## config.mk

```make
export PLATFORM = sky130hd
export DESIGN_NAME = codificador_4a2
export DESIGN_NICKNAME = d
export VERILOG_FILES = /design/src/rtl/codificador_4a2.sv
export SDC_FILE = /design/constraint.sdc
export NUM_CORES = 1
export LEC_CHECK = 0
export BUFFER_PORTS_ARGS = -buffer_cell sky130_fd_sc_hd__buf_4
export CORE_AREA = 2 2 39 41
export CTS_CLUSTER_SIZE = 20
export DETAILED_ROUTE_END_ITERATION = 6
export DIE_AREA = 0 0 41 43
export PLACE_DENSITY = 0.67
export REMOVE_ABC_BUFFERS = 1
export SKIP_LAST_GASP = 1
export SLEW_MARGIN = 10
export SYNTH_ARGS = -nofsm -noshare
export SYNTH_HDL_FRONTEND = slang
export SYNTH_SLANG_ARGS = --single-unit
```

## constraint.sdc

```tcl
create_clock -name Reloj -period 1.3 [get_ports Reloj]
set_input_delay 0.13 -clock Reloj [delete_from_list [all_inputs] [get_ports Reloj]]
set_output_delay 0.13 -clock Reloj [all_outputs]
set_load 0.02 [all_outputs]
```

## src/rtl/codificador_4a2.sv

```systemverilog
// codificador_4a2 -- sticky 4-to-2 priority encoder with an acknowledge handshake.
//
// Request strobes on Entrada are latched into a pending register while Enable
// is high. When the encoder is idle and something is pending, it picks the
// highest-priority pending line, presents its index on Salida and raises
// Valido. The code stays frozen until the consumer acknowledges it. The Ack
// clears that line's pending bit, counts one served code and returns the
// encoder to idle. Valido is therefore low for at least one cycle between
// two consecutive codes.
//
// Handshake: a code transfers on a rising edge of Reloj where Valido=1 and
// Ack=1. Ack while Valido=0 has no effect. Valido never drops without an Ack,
// except on Reset.
//
// Parameters:
//   ALTA_PRIMERO  1: Entrada[3] has the highest priority; 0: Entrada[0] does.
// Ports:
//   Reloj        in   clock, rising edge
//   Reset        in   asynchronous, active-high
//   Entrada[3:0] in   request strobes, one per line
//   Enable       in   0 blocks capture of Entrada
//   Ack          in   consumer acknowledge of the presented code
//   Salida[1:0]  out  index of the line being served (held while idle)
//   Valido       out  Salida holds a code awaiting Ack
//   Ninguno      out  no request pending
//   Pendientes   out  pending-request register
//   Contador     out  acknowledged codes, modulo 16
//   estado_dbg_o out  FSM state (0 = INACTIVO, 1 = PRESENTANDO)
module codificador_4a2 #(
  parameter bit ALTA_PRIMERO = 1'b1
) (
  input  logic       Reloj,
  input  logic       Reset,
  input  logic [3:0] Entrada,
  input  logic       Enable,
  input  logic       Ack,
  output logic [1:0] Salida,
  output logic       Valido,
  output logic       Ninguno,
  output logic [3:0] Pendientes,
  output logic [3:0] Contador,
  output logic       estado_dbg_o
);

  typedef enum logic {
    INACTIVO    = 1'b0,
    PRESENTANDO = 1'b1
  } estado_t;

  estado_t    estado_q, estado_d;
  logic [3:0] pend_q, pend_d;
  logic [1:0] salida_q, salida_d;
  logic [3:0] cont_q, cont_d;
  logic [3:0] clr_mask;
  logic [1:0] prio_idx;

  // Highest-priority pending index. When nothing is pending the value is
  // unused, because the FSM only loads it when pend_q is nonzero.
  always_comb begin
    prio_idx = 2'd0;
    if (ALTA_PRIMERO) begin
      if      (pend_q[3]) prio_idx = 2'd3;
      else if (pend_q[2]) prio_idx = 2'd2;
      else if (pend_q[1]) prio_idx = 2'd1;
      else                prio_idx = 2'd0;
    end else begin
      if      (pend_q[0]) prio_idx = 2'd0;
      else if (pend_q[1]) prio_idx = 2'd1;
      else if (pend_q[2]) prio_idx = 2'd2;
      else                prio_idx = 2'd3;
    end
  end

  // Next-state logic. Salida is loaded only on INACTIVO->PRESENTANDO, so a
  // request that arrives later cannot change the code being presented.
  always_comb begin
    estado_d = estado_q;
    salida_d = salida_q;
    cont_d   = cont_q;
    clr_mask = 4'b0000;
    case (estado_q)
      INACTIVO: begin
        if (pend_q != 4'b0000) begin
          estado_d = PRESENTANDO;
          salida_d = prio_idx;
        end
      end
      PRESENTANDO: begin
        if (Ack) begin
          clr_mask = 4'b0001 << salida_q;
          cont_d   = cont_q + 4'd1;
          estado_d = INACTIVO;
        end
      end
      default: estado_d = INACTIVO;
    endcase
    // The set is OR-ed in after the clear, so a new request on the line being
    // acknowledged survives the same edge.
    pend_d = (pend_q & ~clr_mask) | (Entrada & {4{Enable}});
  end

  always_ff @(posedge Reloj or posedge Reset) begin
    if (Reset) begin
      estado_q <= INACTIVO;
      pend_q   <= 4'b0000;
      salida_q <= 2'b00;
      cont_q   <= 4'b0000;
    end else begin
      estado_q <= estado_d;
      pend_q   <= pend_d;
      salida_q <= salida_d;
      cont_q   <= cont_d;
    end
  end

  assign Salida       = salida_q;
  assign Valido       = (estado_q == PRESENTANDO);
  assign Ninguno      = (pend_q == 4'b0000);
  assign Pendientes   = pend_q;
  assign Contador     = cont_q;
  assign estado_dbg_o = (estado_q == PRESENTANDO);

endmodule

```

==> impl_metrics.env <==
export IMPL_status="finished, violations left"
export IMPL_violations="negative setup slack"
export IMPL_synth_edf_count=0
export IMPL_clock_power_share_pct=17.1
export IMPL_synth_common_cells="dfrtp_1, nand2_1, o21ai_0, inv_1"
export IMPL_final_core_util_pct=52.9
export IMPL_wl_per_cell_um=13.9
export IMPL_via_per_inst=4.97
export IMPL_p_comb_share_pct=38.5
export IMPL_overflow=0
export IMPL_vias=437
export IMPL_path_clk_slew_ps=60
export IMPL_dieWidth_um=41
export IMPL_crit_path_end_kind="output port"
export IMPL_tightestPinTransition_ps=432
export IMPL_ant_nets=0
export IMPL_crit_slowest_cell="dfrtp_2"
export IMPL_rr_startpoint="Valido"
export IMPL_crit_arrival_ps=1190
export IMPL_slew_headroom_pct=71.2
export IMPL_clock_latency_ps=270
export IMPL_ys_ff_latch=11
export IMPL_powerDensity_nw_per_um2=1860
export IMPL_gp_congestion=0.770
export IMPL_synth_top_cell_area_share_pct=53.1
export IMPL_grt_start_max_net_pins=12
export IMPL_clkSinkCount=11
export IMPL_drive_above_1_share_pct=44.4
export IMPL_layout_nets=82
export IMPL_antenna_found_initial=0
export IMPL_worst_r2r_cell_count=3
export IMPL_synth_top_area_cell="dfrtp_1"
export IMPL_grt_usage_pct=17.1
export IMPL_h_tree_depth=1
export IMPL_yosysMostFrequentCell="dfrtp_1"
export IMPL_p_leak_nw=0.352
export IMPL_io_buffers=20
export IMPL_drc=0
export IMPL_power_internal_uw=824
export IMPL_avgSynthCellArea_um2=11.3
export IMPL_maxSlewViolCount=0
export IMPL_fin_cells=88
export IMPL_hold_start="Entrada[0]"
export IMPL_crit_type="reg -> out"
export IMPL_grt_first_pass_wirelength_um=1920
export IMPL_synth_cell_types=19
export IMPL_reg2reg_slack_ps=150
export IMPL_dp_cells=81
export IMPL_p_sw_share_pct=39.5
export IMPL_vdd_drop_max_mv=1.00
export IMPL_dieArea_um2=1760
export IMPL_dr_pass1_iters=4
export IMPL_drt_initial_drc_count=6
export IMPL_path_buf_inv=1
export IMPL_clock_path_buffers=2
export IMPL_core_area_um2=1380
export IMPL_fin_crit_ps=1320
export IMPL_initial_core_util_pct=37.4
export IMPL_area_growth_pct=41.3
export IMPL_rsz0062_at_grt="true"
export IMPL_p_total_mw=1.36
export IMPL_async_reset_ff_share_pct=100
export IMPL_hold_viol=0
export IMPL_wl_um=1220
export IMPL_holdPathEnd="Pendientes[0]"
export IMPL_cp_slowest_stage_delay_ps=430
export IMPL_cap_violations=0
export IMPL_min_path_type="in -> reg"
export IMPL_critPathMaxFanout=2
export IMPL_fin_tns_setup_ps=-19.5
export IMPL_switchingPower_uw=537
export IMPL_fp_dieH_um=43
export IMPL_required_ps=1170
export IMPL_startpoint_type="register"
export IMPL_dp_hpwl_um=862
export IMPL_fin_worst_skew_ps=1.18
export IMPL_synth_area_leaders="dfrtp_1, nand2_1, o21ai_0"
export IMPL_setup_viol=1
export IMPL_synthFlopType="dfrtp_1"
export IMPL_cts_made_buffers=3
export IMPL_io_pins=21
export IMPL_cts_root_buf="clkbuf_4"
export IMPL_grt_pass1_vias=420
export IMPL_rr_endpoint="Pendientes[2]"
export IMPL_layout_setup_ws_ps=-19.5
export IMPL_cpLargestDelayFamily="flip-flops"
export IMPL_cts_tree="yes"
export IMPL_rows=14
export IMPL_fmax_mhz=758
export IMPL_path_cells="nor4_4 -> buf_4"
export IMPL_antenna_cells=0
export IMPL_netlist_instances=46
export IMPL_p_seq_share_pct=44.4
export IMPL_synth_seq_area_share_pct=53.1
export IMPL_fin_crit_sh_pct=101
export IMPL_synth_warnings=0
export IMPL_syn_area_um2=518
export IMPL_holdPathStages=3
[cells in the final DEF (no fill, tap or decap)]
cell            n
o31ai_1         1
dfrtp_1         9
nand2_1         8
nor3b_1         1
xnor2_2         1
inv_1           3
a21oi_1         2
buf_4          23
xnor2_1         2
nor4_4          1
nand3_1         1
dlygate4sd3_1   1
o21ai_0         5
nand3b_1        1
clkbuf_4        3
nor2_1          2
clkbuf_1        1
ha_1            1
nand4_4         1
and2_2          1
a22o_1          2
dfrtp_2         2
[area by class of cell]
class	count	area (µm²)
multi-input combinational	30	214
tap	16	20.0
inverter	3	11.3
fill	130	652
clock buffer	4	26.3
sequential	11	278
timing repair buffer	24	183
[repair_timing]
action / in CTS / in global routing
endpoints found under the hold margin: 11 / 0
pin swaps: 1 / 0
buffers inserted: 2 / 0
resized for setup: 2 / 1
hold buffers: 1 / 0
cloned: 0 / 0
endpoints found under the setup margin: 1 / 2
[power by group through the flow]
stage | Combinational (mW) | Sequential, mW | Clock [mW]
2_1_floorplan | 0.154 | 0.715 | 0
4_1_cts | 0.528 | 0.604 | 0.243
3_5_place_dp | 0.508 | 0.613 | 0
5_1_grt | 0.569 | 0.623 | 0.258
3_3_place_gp | 0.494 | 0.604 | 0
6_report | 0.524 | 0.604 | 0.233
[stage by stage]
stage / area (µm²) / hold slack [ps] / worst slack (ps)
6_report: 732 / 62.0 / -19.5
3_5_place_dp: 677 / 149 / 121
5_1_grt: 732 / 76.9 / -42.6
4_1_cts: 731 / 60.0 / -19.9
2_1_floorplan: 499 / -17.6 / -31.8
3_3_place_gp: 677 / 144 / 181
[kinds of logic after synthesis]
group	Yosys count	synth area share, %
compound gates	10	11.6
xor+xnor	3	6.52
fa+ha+maj	1	2.42
buf+inv	5	5.80
flops	11	53.1
simple gates	16	20.5
[how the worst max path moves through the flow]
stage	start	to	slack, ps	depth (start not counted)
floorplan	Valido	Pendientes[3]	-30	3
global placement	Valido	Pendientes[1]	180	3
detailed placement	Valido	Pendientes[3]	120	3
CTS	Pendientes[3]	Ninguno	-20	2
global route	Pendientes[3]	Ninguno	-40	2
finish	Pendientes[3]	Ninguno	-20	2
[routing by layer]
| layer | vias to the layer above | share of wire [%] | global-route usage, % |
|---|---|---|---|
| met4 | 0 | 1.6 | 8.00 |
| met3 | 4 | 7.2 | 7.85 |
| met1 | 208 | 42 | 21.3 |
| li1 | 207 | - | - |
| met5 | - | 0 | 0 |
| met2 | 18 | 50 | 24.4 |
[worst min-delay path, cell delays in order]
cell and delay [ps]:
buf_4 80, nand2_1 40, nand2_1 50
[flip-flops by register name, indices dropped and copies added (netlist names)]
signal and count:
Contador 4, Valido 1, Pendientes 4, Salida 2
(Power assumes the default switching activity.)
